## src/rtl/cpu_pkg.sv

```systemverilog
// Shared definitions for the CPU control FSM: opcode values, FSM state encoding,
// write-back and PC source encodings, the decoded instruction class and the
// bundle of registered control outputs.
package cpu_pkg;

   // Opcode values (low 5 bits of the instruction word)
   localparam logic [4:0] OpMv    = 5'b00000;
   localparam logic [4:0] OpAdd   = 5'b00001;
   localparam logic [4:0] OpSub   = 5'b00010;
   localparam logic [4:0] OpCmp   = 5'b00011;
   localparam logic [4:0] OpLd    = 5'b00100;
   localparam logic [4:0] OpSt    = 5'b00101;
   localparam logic [4:0] OpMvi   = 5'b10000;
   localparam logic [4:0] OpAddi  = 5'b10001;
   localparam logic [4:0] OpSubi  = 5'b10010;
   localparam logic [4:0] OpCmpi  = 5'b10011;
   localparam logic [4:0] OpMvhi  = 5'b10110;
   localparam logic [4:0] OpJr    = 5'b01000;
   localparam logic [4:0] OpJzr   = 5'b01001;
   localparam logic [4:0] OpJnr   = 5'b01010;
   localparam logic [4:0] OpCallr = 5'b01100;
   localparam logic [4:0] OpJ     = 5'b11000;
   localparam logic [4:0] OpJz    = 5'b11001;
   localparam logic [4:0] OpJn    = 5'b11010;
   localparam logic [4:0] OpCall  = 5'b11100;

   typedef enum logic [2:0] {
      StFetch  = 3'd0,
      StDecode = 3'd1,
      StExec   = 3'd2,
      StMem    = 3'd3,
      StWb     = 3'd4,
      StTrap   = 3'd5
   } state_e;

   typedef enum logic [2:0] {
      WbMem  = 3'b000,
      WbAlu  = 3'b001,
      WbPc2  = 3'b010,
      WbRy   = 3'b011,
      WbImm8 = 3'b100
   } wb_src_e;

   typedef enum logic [1:0] {
      PcBranch = 2'b00,
      PcReg    = 2'b01,
      PcNext   = 2'b10
   } pc_src_e;

   typedef enum logic [1:0] {
      JmpNone   = 2'd0,
      JmpAlways = 2'd1,
      JmpIfZ    = 2'd2,
      JmpIfN    = 2'd3
   } jump_e;

   typedef struct packed {
      logic    legal;
      logic    alu_sub;     // ALU subtracts
      logic    use_imm;     // ALU B operand is the extended immediate
      logic    ext_imm11;   // immediate is the 11-bit jump field
      logic    sets_flags;  // NZ flags load at the end of EXEC
      logic    has_wb;      // instruction retires in WB
      logic    is_mem;
      logic    is_store;
      jump_e   jump;
      logic    jump_reg;    // target comes from a register
      logic    link;        // writes pc+2 into R7
      wb_src_e wb_src;
   } instr_class_t;

   typedef struct packed {
      logic    mem_req;
      logic    mem_we;
      logic    mem_sel;
      logic    ir_load;
      logic    pc_write;
      pc_src_e pc_src;
      logic    reg_write;
      logic    reg_dst;
      wb_src_e wb_src;
      logic    alu_op;
      logic    alu_src;
      logic    ext_sel;
      logic    trap;
   } ctrl_t;

   localparam ctrl_t CtrlIdle = '{
      mem_req:   1'b0,
      mem_we:    1'b0,
      mem_sel:   1'b0,
      ir_load:   1'b0,
      pc_write:  1'b0,
      pc_src:    PcNext,
      reg_write: 1'b0,
      reg_dst:   1'b0,
      wb_src:    WbMem,
      alu_op:    1'b0,
      alu_src:   1'b0,
      ext_sel:   1'b0,
      trap:      1'b0
   };

   // PC source for a retiring instruction given the current NZ flags.
   function automatic pc_src_e pc_src_sel(instr_class_t cls, logic n, logic z);
      logic    taken;
      pc_src_e sel;
      case (cls.jump)
         JmpAlways: taken = 1'b1;
         JmpIfZ:    taken = z;
         JmpIfN:    taken = n;
         default:   taken = 1'b0;
      endcase
      if (!taken) begin
         sel = PcNext;
      end else if (cls.jump_reg) begin
         sel = PcReg;
      end else begin
         sel = PcBranch;
      end
      return sel;
   endfunction

endpackage

```

## src/rtl/instr_class_decode.sv

```systemverilog
// Combinational opcode classifier.
// Ports:
//   opcode  in   OPC_W  opcode field of the instruction register
//   cls     out  struct decoded instruction class (legal flag, ALU, memory,
//                       jump and write-back attributes)
module instr_class_decode
   import cpu_pkg::*;
#(
   parameter int unsigned OPC_W = 5
) (
   input  logic [OPC_W-1:0] opcode,
   output instr_class_t     cls
);

   always_comb begin
      cls        = '0;
      cls.legal  = 1'b1;
      cls.jump   = JmpNone;
      cls.wb_src = WbMem;
      case (opcode)
         OPC_W'(OpMv): begin
            cls.has_wb = 1'b1;
            cls.wb_src = WbRy;
         end
         OPC_W'(OpAdd): begin
            cls.has_wb     = 1'b1;
            cls.sets_flags = 1'b1;
            cls.wb_src     = WbAlu;
         end
         OPC_W'(OpSub): begin
            cls.has_wb     = 1'b1;
            cls.sets_flags = 1'b1;
            cls.alu_sub    = 1'b1;
            cls.wb_src     = WbAlu;
         end
         OPC_W'(OpCmp): begin
            cls.sets_flags = 1'b1;
            cls.alu_sub    = 1'b1;
         end
         OPC_W'(OpLd): begin
            cls.is_mem = 1'b1;
            cls.has_wb = 1'b1;
            cls.wb_src = WbMem;
         end
         OPC_W'(OpSt): begin
            cls.is_mem   = 1'b1;
            cls.is_store = 1'b1;
         end
         OPC_W'(OpMvi), OPC_W'(OpMvhi): begin
            cls.has_wb = 1'b1;
            cls.wb_src = WbImm8;
         end
         OPC_W'(OpAddi): begin
            cls.has_wb     = 1'b1;
            cls.sets_flags = 1'b1;
            cls.use_imm    = 1'b1;
            cls.wb_src     = WbAlu;
         end
         OPC_W'(OpSubi): begin
            cls.has_wb     = 1'b1;
            cls.sets_flags = 1'b1;
            cls.use_imm    = 1'b1;
            cls.alu_sub    = 1'b1;
            cls.wb_src     = WbAlu;
         end
         OPC_W'(OpCmpi): begin
            cls.sets_flags = 1'b1;
            cls.use_imm    = 1'b1;
            cls.alu_sub    = 1'b1;
         end
         OPC_W'(OpJr): begin
            cls.jump     = JmpAlways;
            cls.jump_reg = 1'b1;
         end
         OPC_W'(OpJzr): begin
            cls.jump     = JmpIfZ;
            cls.jump_reg = 1'b1;
         end
         OPC_W'(OpJnr): begin
            cls.jump     = JmpIfN;
            cls.jump_reg = 1'b1;
         end
         OPC_W'(OpCallr): begin
            cls.jump     = JmpAlways;
            cls.jump_reg = 1'b1;
            cls.link     = 1'b1;
            cls.has_wb   = 1'b1;
            cls.wb_src   = WbPc2;
         end
         OPC_W'(OpJ): begin
            cls.jump      = JmpAlways;
            cls.ext_imm11 = 1'b1;
         end
         OPC_W'(OpJz): begin
            cls.jump      = JmpIfZ;
            cls.ext_imm11 = 1'b1;
         end
         OPC_W'(OpJn): begin
            cls.jump      = JmpIfN;
            cls.ext_imm11 = 1'b1;
         end
         OPC_W'(OpCall): begin
            cls.jump      = JmpAlways;
            cls.ext_imm11 = 1'b1;
            cls.link      = 1'b1;
            cls.has_wb    = 1'b1;
            cls.wb_src    = WbPc2;
         end
         default: cls.legal = 1'b0;
      endcase
   end

endmodule

```

## src/rtl/cpu_control_fsm.sv

```systemverilog
// Multi-cycle CPU control unit: FETCH -> DECODE -> EXEC -> (MEM) -> (WB), with a
// memory wait timeout and a sticky TRAP state. All outputs are registered; the
// next-cycle output word is decoded from the next state, the IR class and the
// next flag values, so outputs always line up with state_o.
// Ports:
//   clk, reset_n          clock, synchronous active-low reset
//   instr                 memory read data, captured into the internal IR
//   mem_ready             memory completes the current request
//   alu_n, alu_z          ALU result flags for the current operation
//   mem_req/we/sel        memory request, write enable, 0=fetch 1=data
//   ir_load               IR capture pulse (high during DECODE)
//   pc_write, pc_src      PC update and source select
//   reg_write, reg_dst    register write enable, 0=Rx 1=R7
//   wb_src                write-back source select
//   alu_op/alu_src/ext_sel ALU and immediate controls
//   flag_n, flag_z        registered NZ flags
//   trap                  sticky fault indication
//   state_o               current state for debug
module cpu_control_fsm
   import cpu_pkg::*;
#(
   parameter int unsigned OPC_W       = 5,
   parameter int unsigned INSTR_W     = 16,
   parameter int unsigned MEM_TIMEOUT = 15
) (
   input  logic               clk,
   input  logic               reset_n,
   input  logic [INSTR_W-1:0] instr,
   input  logic               mem_ready,
   input  logic               alu_n,
   input  logic               alu_z,
   output logic               mem_req,
   output logic               mem_we,
   output logic               mem_sel,
   output logic               ir_load,
   output logic               pc_write,
   output logic [1:0]         pc_src,
   output logic               reg_write,
   output logic               reg_dst,
   output logic [2:0]         wb_src,
   output logic               alu_op,
   output logic               alu_src,
   output logic               ext_sel,
   output logic               flag_n,
   output logic               flag_z,
   output logic               trap,
   output logic [2:0]         state_o
);

   localparam int unsigned CntW = (MEM_TIMEOUT < 2) ? 1 : $clog2(MEM_TIMEOUT + 1);

   state_e             state_q, state_d;
   logic [INSTR_W-1:0] ir_q, ir_d;
   logic               flag_n_q, flag_n_d;
   logic               flag_z_q, flag_z_d;
   logic [CntW-1:0]    cnt_q, cnt_d;
   logic [CntW-1:0]    cnt_inc;
   logic               timeout;
   ctrl_t              ctrl_q, ctrl_d;
   instr_class_t       cls;

   instr_class_decode #(
      .OPC_W(OPC_W)
   ) u_decode (
      .opcode(ir_q[OPC_W-1:0]),
      .cls   (cls)
   );

   // Immediate/register fields are consumed by the datapath, not here.
   logic unused_ir;
   assign unused_ir = ^ir_q[INSTR_W-1:OPC_W];

   assign cnt_inc = (cnt_q == '1) ? cnt_q : cnt_q + CntW'(1);
   assign timeout = (32'(cnt_inc) >= MEM_TIMEOUT);

   // Next state, IR, flags and wait counter
   always_comb begin
      state_d  = state_q;
      ir_d     = ir_q;
      flag_n_d = flag_n_q;
      flag_z_d = flag_z_q;
      cnt_d    = cnt_q;
      case (state_q)
         StFetch: begin
            // The first cycle after reset has no request on the bus yet, so
            // mem_ready is ignored until mem_req is actually driven.
            if (ctrl_q.mem_req) begin
               if (mem_ready) begin
                  ir_d    = instr;
                  state_d = StDecode;
               end else begin
                  cnt_d = cnt_inc;
                  if (timeout) state_d = StTrap;
               end
            end
         end
         StDecode: state_d = cls.legal ? StExec : StTrap;
         StExec: begin
            if (cls.sets_flags) begin
               flag_n_d = alu_n;
               flag_z_d = alu_z;
            end
            if (cls.is_mem) begin
               state_d = StMem;
               cnt_d   = '0;
            end else if (cls.has_wb) begin
               state_d = StWb;
            end else begin
               state_d = StFetch;
               cnt_d   = '0;
            end
         end
         StMem: begin
            if (mem_ready) begin
               state_d = cls.is_store ? StFetch : StWb;
               cnt_d   = '0;
            end else begin
               cnt_d = cnt_inc;
               if (timeout) state_d = StTrap;
            end
         end
         StWb: begin
            state_d = StFetch;
            cnt_d   = '0;
         end
         StTrap:  state_d = StTrap;
         default: state_d = StTrap;
      endcase
   end

   // Output word for the cycle spent in state_d
   always_comb begin
      ctrl_d = CtrlIdle;
      case (state_d)
         StFetch: ctrl_d.mem_req = 1'b1;
         StDecode: ctrl_d.ir_load = 1'b1;
         StExec: begin
            ctrl_d.alu_op  = cls.alu_sub;
            ctrl_d.alu_src = cls.use_imm;
            ctrl_d.ext_sel = cls.ext_imm11;
            // Instructions without write-back retire here, stores included.
            if (!cls.has_wb) begin
               ctrl_d.pc_write = 1'b1;
               ctrl_d.pc_src   = pc_src_sel(cls, flag_n_d, flag_z_d);
            end
         end
         StMem: begin
            ctrl_d.mem_req = 1'b1;
            ctrl_d.mem_sel = 1'b1;
            ctrl_d.mem_we  = cls.is_store;
         end
         StWb: begin
            // ALU controls stay stable so the ALU result is still valid.
            ctrl_d.alu_op    = cls.alu_sub;
            ctrl_d.alu_src   = cls.use_imm;
            ctrl_d.ext_sel   = cls.ext_imm11;
            ctrl_d.reg_write = 1'b1;
            ctrl_d.reg_dst   = cls.link;
            ctrl_d.wb_src    = cls.wb_src;
            ctrl_d.pc_write  = 1'b1;
            ctrl_d.pc_src    = pc_src_sel(cls, flag_n_d, flag_z_d);
         end
         StTrap: ctrl_d.trap = 1'b1;
         default: ctrl_d = CtrlIdle;
      endcase
   end

   always_ff @(posedge clk) begin
      if (!reset_n) begin
         state_q  <= StFetch;
         ir_q     <= '0;
         flag_n_q <= 1'b0;
         flag_z_q <= 1'b0;
         cnt_q    <= '0;
         ctrl_q   <= CtrlIdle;
      end else begin
         state_q  <= state_d;
         ir_q     <= ir_d;
         flag_n_q <= flag_n_d;
         flag_z_q <= flag_z_d;
         cnt_q    <= cnt_d;
         ctrl_q   <= ctrl_d;
      end
   end

   assign mem_req   = ctrl_q.mem_req;
   assign mem_we    = ctrl_q.mem_we;
   assign mem_sel   = ctrl_q.mem_sel;
   assign ir_load   = ctrl_q.ir_load;
   assign pc_write  = ctrl_q.pc_write;
   assign pc_src    = ctrl_q.pc_src;
   assign reg_write = ctrl_q.reg_write;
   assign reg_dst   = ctrl_q.reg_dst;
   assign wb_src    = ctrl_q.wb_src;
   assign alu_op    = ctrl_q.alu_op;
   assign alu_src   = ctrl_q.alu_src;
   assign ext_sel   = ctrl_q.ext_sel;
   assign trap      = ctrl_q.trap;
   assign flag_n    = flag_n_q;
   assign flag_z    = flag_z_q;
   assign state_o   = state_q;

endmodule

```

## config.mk

```make
export PLATFORM = sky130hd
export DESIGN_NAME = cpu_control_fsm
export DESIGN_NICKNAME = d
export VERILOG_FILES = /design/src/rtl/cpu_pkg.sv /design/src/rtl/instr_class_decode.sv /design/src/rtl/cpu_control_fsm.sv
export SDC_FILE = /design/constraint.sdc
export NUM_CORES = 1
export LEC_CHECK = 0
export BUFFER_PORTS_ARGS = -buffer_cell sky130_fd_sc_hd__buf_4
export CAP_MARGIN = 5
export CORE_AREA = 2 2 61 63
export DETAILED_ROUTE_END_ITERATION = 12
export DIE_AREA = 0 0 63 65
export GPL_ROUTABILITY_DRIVEN = 0
export GPL_TIMING_DRIVEN = 0
export PLACE_DENSITY_LB_ADDON = 0.25
export SYNTH_ARGS = -nofsm -noshare
export SYNTH_HDL_FRONTEND = slang
export SYNTH_HIERARCHICAL = 1
export SYNTH_SLANG_ARGS = --single-unit
```

## constraint.sdc

```tcl
create_clock -name clk -period 3.5 [get_ports clk]
set_input_delay 0.525 -clock clk [delete_from_list [all_inputs] [get_ports clk]]
set_output_delay 0.525 -clock clk [all_outputs]
set_load 0.05 [all_outputs]
```

== Yosys cells after proc, flatten, opt, wreduce, memory -nomap -nowiden ==
Cells that the tools add are included.

* Input port bits: 21
* Output and inout port bits: 21
* Bits in registers: 30
* Word-level logic and storage cells: 125

* Add/subtract/negate cells: 1
* Order comparisons: 1
* Muxes and demuxes: 46
* Reduce and logical (&&, ||, !) cells: 25
* Equal/unequal tests: 34

{| class="wikitable"
|+ Operator list
! cell !! number
|-
| 5-bit == test (second input constant) || 9
|-
| 3-bit 2-to-1 mux || 9
|-
| 4-bit 2-to-1 mux || 6
|-
| 1-bit 2-to-1 mux || 22
|-
| 5-bit by 4-bit == test with 1-bit output (second input constant) || 4
|-
| 4-bit OR reduction || 5
|-
| 19-bit OR reduction || 1
|-
| 4-bit case mux with 4 select lines || 1
|-
| 3-bit case mux with 5 select lines || 1
|-
| 2-bit OR reduction || 7
|-
| 3-bit by 2-bit == test with 1-bit output (second input constant) || 4
|-
| 3-bit case mux with 4 select lines || 1
|-
| 5-bit by 2-bit == test with 1-bit output (second input constant) || 2
|-
| 5-bit by 3-bit == test with 1-bit output (second input constant) || 2
|-
| 10-bit OR reduction || 1
|-
| 3-bit == test (second input constant) || 3
|-
| 3-bit by 1-bit == test with 1-bit output (second input constant) || 2
|-
| 3-bit zero test || 2
|-
| 2-bit case mux with 3 select lines || 1
|-
| 3-bit case mux with 2 select lines || 1
|-
| 2-bit AND reduction || 3
|-
| 6-bit OR reduction || 1
|-
| 5-bit by 1-bit == test with 1-bit output (second input constant) || 1
|-
| 5-bit zero test || 1
|-
| 14 further kinds || 17
|}

== Depth between registers and ports, before layout ==
Gate-level depths: netlist (run 1).

* Depth after elaboration: 12
* Gate-level depth with buffers: 9
* Gate-level depth less buffers: 8

== Modules after synthesis ==
The synthesis (run 1) kept the hierarchy.

{| class="wikitable"
|+ Modules (own cells, without submodules)
! module !! area an instance (µm²) !! cells each !! times used !! sequential area each (µm²)
|-
| cpu_control_fsm || 1388.8 || 146 || 1 || 600.6
|-
| instr_class_decode || 245.2 || 42 || 1 || 0.0
|}

== Least setup slack after synthesis (run 1) ==
Ideal clock, no wire load.

* Path type: reg2reg
* Start point: reg ir_q[4]
* End point: reg ctrl_q, in the netlist pc_src[1]
* Cell stages (with the launch flop): 10
* Path slack: 1339 ps
* Data arrival time: 2042 ps
* Data required time: 3380 ps
* Cells stage by stage: dfxtp_1 -> buf_2 -> nand2_1 -> a211o_1 -> o311ai_1 -> nor3b_1 -> o21ai_0 -> and2_1 -> a211o_4 -> a211o_1

{| class="wikitable"
|+ RTL lines
! item !! line !! RTL
|-
| start, declared || cpu_control_fsm.sv:53 || <nowiki>logic [INSTR_W-1:0] ir_q, ir_d;</nowiki>
|-
| start signal, assigned || cpu_control_fsm.sv:178 || <nowiki>ir_q <= ir_d;</nowiki>
|-
| end signal, assigned || cpu_control_fsm.sv:175 || <nowiki>ctrl_q <= CtrlIdle;</nowiki>
|-
| end signal, assigned || cpu_control_fsm.sv:182 || <nowiki>ctrl_q <= ctrl_d;</nowiki>
|-
| end, declared || cpu_control_fsm.sv:59 || <nowiki>ctrl_t ctrl_q, ctrl_d;</nowiki>
|}

==> results of run 1 <==
stage by stage:
| step | worst slack [ps] | hold slack (ps) |
|---|---|---|
| 2_1_floorplan | 1340 | 433 |
| 3_3_place_gp | 1050 | 442 |
| 3_5_place_dp | 1050 | 446 |
| 4_1_cts | 1030 | 438 |
| 5_1_grt | 858 | 434 |
| 6_report | 1040 | 454 |
cell usage after synthesis (2+ instances only):
cell type,count,area [sq um]
a211o_1,4,35.0
a211oi_1,2,15.0
a21oi_1,17,85.1
a31oi_1,2,12.5
and2_1,9,56.3
and4bb_2,2,25.0
buf_2,6,30.0
buf_4,2,15.0
clkbuf_1,2,7.51
dfxtp_1,30,601
inv_1,4,15.0
mux2i_1,3,30.0
nand2_1,16,60.1
nand2b_1,2,12.5
nand3_1,11,55.1
nor2_1,17,63.8
nor2_2,2,12.5
nor2b_1,2,12.5
nor3_1,6,30.0
nor3b_1,4,30.0
nor4b_2,2,30.0
o21ai_0,9,45.0
where the power goes:
group,internal [mW],switching (mW),leakage [nW],total (mW)
Combinational,0.0529,0.0815,0.495,0.134
Sequential,0.351,0.00837,0.243,0.359
Clock,0.0972,0.118,0.0353,0.215
kinds of logic (layout without fill, tap and decap cells):
family	Yosys count	after routing	synth area share (%)
AO/OA/AOI/OAI	49	49	22.7
XOR/XNOR	2	2	1.07
adder cells (fa/ha/maj)	1	1	0.766
buffers and inverters	17	55	5.28
flip-flops	30	30	36.8
multiplexers	3	3	1.84
AND/OR/NAND/NOR	86	86	31.5
final timing paths:
path                         from                    to  slack (ps)  cells after the start
max reg2reg  ir_q[2]$_SDFFE_PN0P_  pc_src[1]$_SDFF_PN1_        1040                      8
min reg2reg  ir_q[2]$_SDFFE_PN0P_  ir_q[2]$_SDFFE_PN0P_         450                      2
min                       reset_n     alu_op$_SDFF_PN0_         450                      3
max          ir_q[2]$_SDFFE_PN0P_  pc_src[1]$_SDFF_PN1_        1040                      8
sequential cells by signal (all words and copies together), names as in the netlist:
register   count
state_o        3
flag_z         1
mem_we         1
mem_sel        1
ir_load        1
pc_write       1
trap           1
ext_sel        1
reg_dst        1
alu_src        1
ir_q           5
alu_op         1
reg_write      1
mem_req        1
wb_src         3
flag_n         1
cnt_q          4
pc_src         2
critical path, cell delays in order (launching register included):
cell	delay, ps
dfxtp_1	310
buf_2	150
buf_2	180
o311ai_1	390
nor3b_1	210
o21ai_0	160
and2_1	290
a211o_4	390
a211o_1	260
cells in the final DEF (no fill, tap or decap), types with 3 or more instances in the layout:
| cell | n |
|---|---|
| a21oi_1 | 17 |
| dfxtp_1 | 30 |
| nand2_1 | 16 |
| buf_2 | 6 |
| inv_1 | 4 |
| buf_4 | 32 |
| a211o_1 | 4 |
| nand3_1 | 11 |
| mux2i_1 | 3 |
| clkbuf_4 | 5 |
| o21ai_0 | 9 |
| nor2_1 | 17 |
| nor3_1 | 6 |
| nor3b_1 | 4 |
| and2_1 | 9 |
| clkbuf_1 | 3 |
area by class of cell:
type	instances	area [sq um]
buffer	11	63.8
clock buffer	7	55.1
clock inverter	1	5.00
fill	350	1520
inverter	6	22.5
multi-input combinational	141	947
sequential	30	601
tap	48	60.1
timing repair buffer	30	225
per-layer routing:
metal  track usage (%)  vias up
met2              31.8       41
met3              6.42        6
li1                  -      757
met1              22.8      682
met4              10.6        0
met5                 0        -
==> results.json, run 1 <==
{
  "clockBufferDepth": 2,
  "setup_tns_ps": 0,
  "drive_gt1_share_pct": 28.3,
  "wl_met3_microns": 189,
  "maxSlewViolCount": 0,
  "seq_area_frac_synth_pct": 36.8,
  "synth-seq-cells": 30,
  "path_clk_slew_ps": 90,
  "dpl.cell_count": 266,
  "met1_length_microns": 1570,
  "fp.dieH_microns": 65,
  "ir_drop_mv": 0.199,
  "cts_tree": "yes",
  "critPathCaptureType": "flop",
  "async_reset_ff_share_pct": 0,
  "yosys.cell_types.count": 56,
  "first_global_vias": 1350,
  "dr_wl_met2_microns": 1690,
  "wl_microns": 3500,
  "overflow": 0,
  "synth_flop_cell": "dfxtp_1",
  "core_region_area_sq_um": 3500,
  "cp.arrival_ps": 2680,
  "syn_to_final_growth_pct": 21.1,
  "powerDensity_nw_per_um2": 358,
  "final_core_utilization_pct": 56.6,
  "via_count": 1486,
  "cts_buffers": 5,
  "die_area_sq_um": 4100,
  "path_class": "reg2reg",
  "grt_usage_pct": 19.6,
  "hp-class": "in2reg",
  "insertion_delay_ps": 330,
  "startpoint_type": "flop",
  "final_nets": 247,
  "finalPower_mw": 0.709,
  "hold_viol": 0,
  "timing.slew.headroom_pct": 65.2,
  "start_util_pct": 46.7,
  "portBuffers": 30,
  "detail-route-antenna-nets": 0,
  "synthCells": 188,
  "postCtsHoldBufs": 0,
  "die_x_microns": 63,
  "setup_violations": 0,
  "synthesis.area_sq_um": 1630,
  "drtIter0Drc": 59,
  "dp_hpwl_microns": 2600,
  "cts_sinks": 30,
  "drc": 0,
  "finish.instance_area_sq_um": 1980,
  "wire_per_inst_microns": 12.8,
  "tightest_slew_ps": 522,
  "ys_warn_count": 6,
  "syn_avg_cell_area_sq_um": 8.69,
  "max_freq_mhz": 407,
  "pin_count": 42,
  "clock_skew_ps": 8.89,
  "synth_edf_count": 0,
  "crit_fanout": 10,
  "fin_crit_sh_pct": 70.2,
  "num_rows": 22,
  "dpl_cell_area_sq_um": 1920,
  "vias_per_cell": 5.42,
  "syn_nets": 210,
  "n_antenna_cell": 0,
  "status": "complete, no violations",
  "h-tree-depth": 2,
  "grt_pass1_wl_microns": 6160,
  "cts_setup_buffers": 0,
  "top_layer": "met4",
  "rsz0062_at_grt": "false",
  "first_pass_iters": 4,
  "critical_path_required_ps": 3720,
  "root_buffer": "clkbuf_4",
  "leakage_nw": 0.773,
  "grt_max_degree": 11,
  "grt_antenna_before_repair": 0,
  "fin_crit_ps": 2460,
  "final_cells": 274,
  "cts_resized": 0,
  "drv_cap": 0
}
(Power assumes the default switching activity.)
==> run 2, diff against run 1 <==
- clock period: 3.5 -> 2.5 ns (I/O delays scaled with it)
==> results.json, run 2 (synthesis results as in run 1) <==
{
  "drive_gt1_share_pct": 30.5,
  "clock_skew_ps": 9.20,
  "hold_viol": 0,
  "final_cell_mix": "33 x buf_4, 30 x dfxtp_1, 17 x nor2_1, 16 x nand2_1, 16 x a21oi_1",
  "whs_ps": 299,
  "final_nets": 247,
  "vias_per_cell": 5.48,
  "first_global_vias": 1350,
  "portBuffers": 30,
  "insertion_delay_ps": 340,
  "cp.arrival_ps": 2570,
  "cts_setup_buffers": 0,
  "final_cells": 274,
  "cp_cell_sequence": "buf_2, buf_2, nor2_1, a211o_1, nor2_1, o21ai_0, and2_2, a211o_4, a211o_1",
  "first_pass_iters": 4,
  "crit_fanout": 10,
  "largest_register_ffs": 5,
  "finalPower_mw": 1.00,
  "layout_commonest_cell": "buf_4",
  "drv_cap": 0,
  "dp_hpwl_microns": 2600,
  "tightest_slew_ps": 486,
  "die_area_sq_um": 4100,
  "path_class": "reg2reg",
  "overflow": 0,
  "hp-class": "in2reg",
  "fillCellCount": 351,
  "pin_count": 42,
  "num_rows": 22,
  "drtIter0Drc": 49,
  "root_buffer": "clkbuf_4",
  "maxSlewViolCount": 0,
  "drc": 0,
  "die_x_microns": 63,
  "grt_antenna_before_repair": 0,
  "wl_microns": 3630,
  "grt_max_degree": 11,
  "fin_crit_ps": 2340,
  "setup_violations": 0,
  "grt_usage_pct": 19.6,
  "core_region_area_sq_um": 3500,
  "dpl_cell_area_sq_um": 1920,
  "start_util_pct": 46.7,
  "cts_buffers": 5,
  "max_freq_mhz": 427,
  "via_count": 1502,
  "postCtsHoldBufs": 0,
  "leakage_nw": 0.778,
  "fp.dieH_microns": 65,
  "grt_pass1_wl_microns": 6160,
  "reg_top3": "ir_q: 5 flops, cnt_q: 4 flops",
  "critPathCaptureType": "flop",
  "powerDensity_nw_per_um2": 499,
  "detail-route-antenna-nets": 0,
  "path_clk_slew_ps": 90,
  "ir_drop_mv": 0.286,
  "syn_to_final_growth_pct": 22.7,
  "cts_sinks": 30,
  "finish.instance_area_sq_um": 2010,
  "crit_slowest_cell": "a211o_4",
  "h-tree-depth": 2,
  "clockBufferDepth": 2,
  "cts_tree": "yes",
  "timing.slew.headroom_pct": 67.5,
  "critical_path_required_ps": 2730,
  "fin_crit_sh_pct": 93.6,
  "dpl.cell_count": 266,
  "wire_per_inst_microns": 13.2,
  "final_core_utilization_pct": 57.4,
  "status": "complete, no violations",
  "n_antenna_cell": 0,
  "largest_register": "ir_q",
  "startpoint_type": "flop",
  "max_stage_delay_ps": 370,
  "cts_resized": 0
}
-- run 2: worst paths after layout --
check        slack [ps]  depth (start not counted)              endpoint            startpoint
max                 160                          9  pc_src[1]$_SDFF_PN1_  ir_q[2]$_SDFFE_PN0P_
min                 300                          3     alu_op$_SDFF_PN0_               reset_n
max reg2reg         160                          9  pc_src[1]$_SDFF_PN1_  ir_q[2]$_SDFFE_PN0P_
min reg2reg         450                          2  ir_q[2]$_SDFFE_PN0P_  ir_q[2]$_SDFFE_PN0P_
-- run 2: power breakdown --
part	switching [mW]	internal, mW
combinational	0.117	0.0764
sequential	0.0118	0.491
clock	0.167	0.136
total	0.296	0.704
-- run 2: metrics by stage --
stage          setup TNS, ps  worst slack, ps
4_1_cts                    0             28.5
6_report                   0              160
5_1_grt               -0.896           -0.896
3_3_place_gp               0             52.2
2_1_floorplan              0              339
3_5_place_dp               0             45.4
-- run 2: area by class of cell --
| class | count | area [sq um] | share of cell area [%] |
|---|---|---|---|
| Clock inverter | 1 | 5.00 | 0.250 |
| Multi-Input combinational cell | 141 | 971 | 48.4 |
| Tap cell | 48 | 60.1 | 2.99 |
| Sequential cell | 30 | 601 | 29.9 |
| Timing Repair Buffer | 30 | 225 | 11.2 |
| Inverter | 6 | 22.5 | 1.12 |
| Buffer | 11 | 66.3 | 3.31 |
| Clock buffer | 7 | 55.1 | 2.74 |
-- run 2: routing by layer --
layer	GRT usage, %	routed length [microns]	up-vias
li1	-	-	757
met2	31.8	1760	33
met5	0	0	-
met1	22.8	1620	706
met3	6.42	184	6
met4	10.6	60	0
-- run 2: worst max-delay path: cells and delay by family, from the launching register on --
family | cells | cell delay, ps
AOI/OAI and AO/OA | 4 | 1030
and+or+nand+nor | 3 | 470
buffers and inverters | 2 | 400
DFF | 1 | 330
==> run 3, diff against run 2 <==
- PLACE_DENSITY_LB_ADDON: 0.25 -> 0.2
==> results.json, run 3 (synthesis results as in run 1) <==
{
  "die_x_microns": 63,
  "cts_tree": "yes",
  "drive_gt1_share_pct": 30.1,
  "cts_sinks": 30,
  "drv_cap": 0,
  "cp_cell_sequence": "buf_2, buf_2, nor2_1, a211o_1, and2b_1, a221oi_2, nor2_1, a311oi_2, nor3b_1",
  "setup_violations": 0,
  "path_clk_slew_ps": 90,
  "vias_per_cell": 5.27,
  "p_seq_share_pct": 50.8,
  "status": "complete, no violations",
  "fillCellCount": 337,
  "clock_skew_ps": 5.18,
  "detail-route-antenna-nets": 0,
  "largest_register": "ir_q",
  "finish.instance_area_sq_um": 2000,
  "combPwrFrac_pct": 19.3,
  "switchingPower_mw": 0.288,
  "multi_input_area_sq_um": 965,
  "die_area_sq_um": 4100,
  "grt_pass1_wl_microns": 5920,
  "dp_hpwl_microns": 2530,
  "crit_slowest_cell": "dfxtp_1",
  "via_count": 1444,
  "num_rows": 22,
  "ir_drop_mv": 0.282,
  "cts_setup_buffers": 0,
  "first_global_vias": 1332,
  "clockBufferDepth": 2,
  "intPower_mw": 0.704,
  "wl_microns": 3490,
  "drc": 0,
  "worst_slack_ps": 201,
  "largest_register_ffs": 5,
  "pin_count": 42,
  "seqCellArea_sq_um": 601,
  "overflow": 0,
  "hold_viol": 0,
  "hp-class": "in2reg",
  "maxSlewViolCount": 0,
  "setup_tns_ps": 0,
  "leakage_nw": 0.780,
  "timing.slew.headroom_pct": 65.5,
  "cp.arrival_ps": 2550,
  "grt_antenna_before_repair": 0,
  "fin_crit_ps": 2300,
  "whs_path_depth": 3,
  "wl_met3_microns": 139,
  "top_layer": "met4",
  "path_class": "reg2reg",
  "syn_to_final_growth_pct": 22.4,
  "max_freq_mhz": 435,
  "hp-start": "instr[0]",
  "pre_cts_ws_ps": 52.0,
  "root_buffer": "clkbuf_4",
  "critPathTopFamily": "compound AO/OA/AOI/OAI gates",
  "rr_worst_depth": 9,
  "reg2reg_slack_ps": 200,
  "min_to": "ir_q[0]$_SDFFE_PN0P_",
  "reg2reg_to": "ir_load$_SDFF_PN0_",
  "fin_crit_sh_pct": 92.0,
  "n_antenna_cell": 0,
  "cts_buffers": 5,
  "layout_commonest_cell": "buf_4",
  "startpoint_type": "flop",
  "fp.dieH_microns": 65,
  "reg2reg_from": "ir_q[2]$_SDFFE_PN0P_",
  "drtIter0Drc": 51,
  "grt_max_degree": 11,
  "dr_wl_met2_microns": 1650,
  "insertion_delay_ps": 320,
  "worst-path-buf-inv": 2,
  "met1_length_microns": 1640,
  "core_region_area_sq_um": 3500,
  "finalPower_mw": 0.991,
  "final_nets": 247,
  "h-tree-depth": 2,
  "critical_path_required_ps": 2750,
  "powerDensity_nw_per_um2": 496,
  "portBuffers": 30,
  "tightest_slew_ps": 518,
  "first_pass_iters": 4,
  "clockPowerShare_pct": 29.9,
  "reg_top3": "ir_q: 5 flops, cnt_q: 4 flops",
  "dpl_cell_area_sq_um": 1920,
  "critPathCaptureType": "flop",
  "crit_fanout": 10,
  "wire_per_inst_microns": 12.7,
  "rsz0062_at_grt": "false",
  "grt_usage_pct": 18.7,
  "switching_share_pct": 29.0,
  "max_stage_delay_ps": 330,
  "final_cell_mix": "32 x buf_4, 30 x dfxtp_1, 17 x nor2_1, 16 x nand2_1, 16 x a21oi_1",
  "start_util_pct": 46.7,
  "final_core_utilization_pct": 57.2
}
[run 3: changes by cell type in the layout (fill, tap and decap cells not counted), sizes merged]
cell / change
clkbuf: +1
buf: -1
[run 3: layout make-up]
type	count	share of cell area [%]
clock buffers	7	2.75
repair buffers	30	11.3
flip-flops and latches	30	30.0
clock inverters	1	0.250
multi-input cells	141	48.2
inverters	6	1.13
well taps	48	3.00
plain buffers	11	3.32
[run 3: repair_timing]
action | 4_1_cts | 5_1_grt
hold buffers | 0 | 0
endpoints found under the setup margin | 0 | 13
gates resized for setup | 0 | 7
[run 3: power by group through the flow]
| stage | clock [mW] | sequential (mW) | combinational (mW) |
|---|---|---|---|
| after floorplan | 0 | 0.538 | 0.113 |
| after global placement | 0 | 0.515 | 0.186 |
| after detailed placement | 0 | 0.514 | 0.187 |
| after CTS | 0.311 | 0.504 | 0.188 |
| after global routing | 0.332 | 0.506 | 0.212 |
| final | 0.296 | 0.503 | 0.192 |
[run 3: stage by stage]
stage | instances | hold slack, ps
floorplan | 188 | 433
global placement | 266 | 443
detailed placement | 266 | 446
CTS | 274 | 288
global route | 274 | 301
finish | 274 | 304
[run 3: worst max-delay path by stage]
stage | startpoint | end | slack (ps) | cells past startpoint
after global routing | ir_q[2]$_SDFFE_PN0P_ | ir_load$_SDFF_PN0_ | 10 | 9
after CTS | ir_q[2]$_SDFFE_PN0P_ | pc_src[1]$_SDFF_PN1_ | 30 | 8
after floorplan | ir_q[4]$_SDFFE_PN0P_ | pc_src[1]$_SDFF_PN1_ | 340 | 9
after global placement | ir_q[2]$_SDFFE_PN0P_ | pc_src[1]$_SDFF_PN1_ | 50 | 8
final | ir_q[2]$_SDFFE_PN0P_ | ir_load$_SDFF_PN0_ | 200 | 9
after detailed placement | ir_q[2]$_SDFFE_PN0P_ | pc_src[1]$_SDFF_PN1_ | 50 | 8
[run 3: routing by layer]
layer | GRT usage (%) | up-vias
li1 | - | 753
met1 | 22.2 | 661
met2 | 31.5 | 26
met3 | 5.21 | 4
met4 | 8.33 | 0
met5 | 0 | -
[run 3: worst reg2reg max path, stage by stage, from the launching register on]
cell	delay (ps)
dfxtp_1	330
buf_2	170
buf_2	220
nor2_1	90
a211o_1	250
and2b_1	200
a221oi_2	330
nor2_1	100
a311oi_2	330
nor3b_1	200
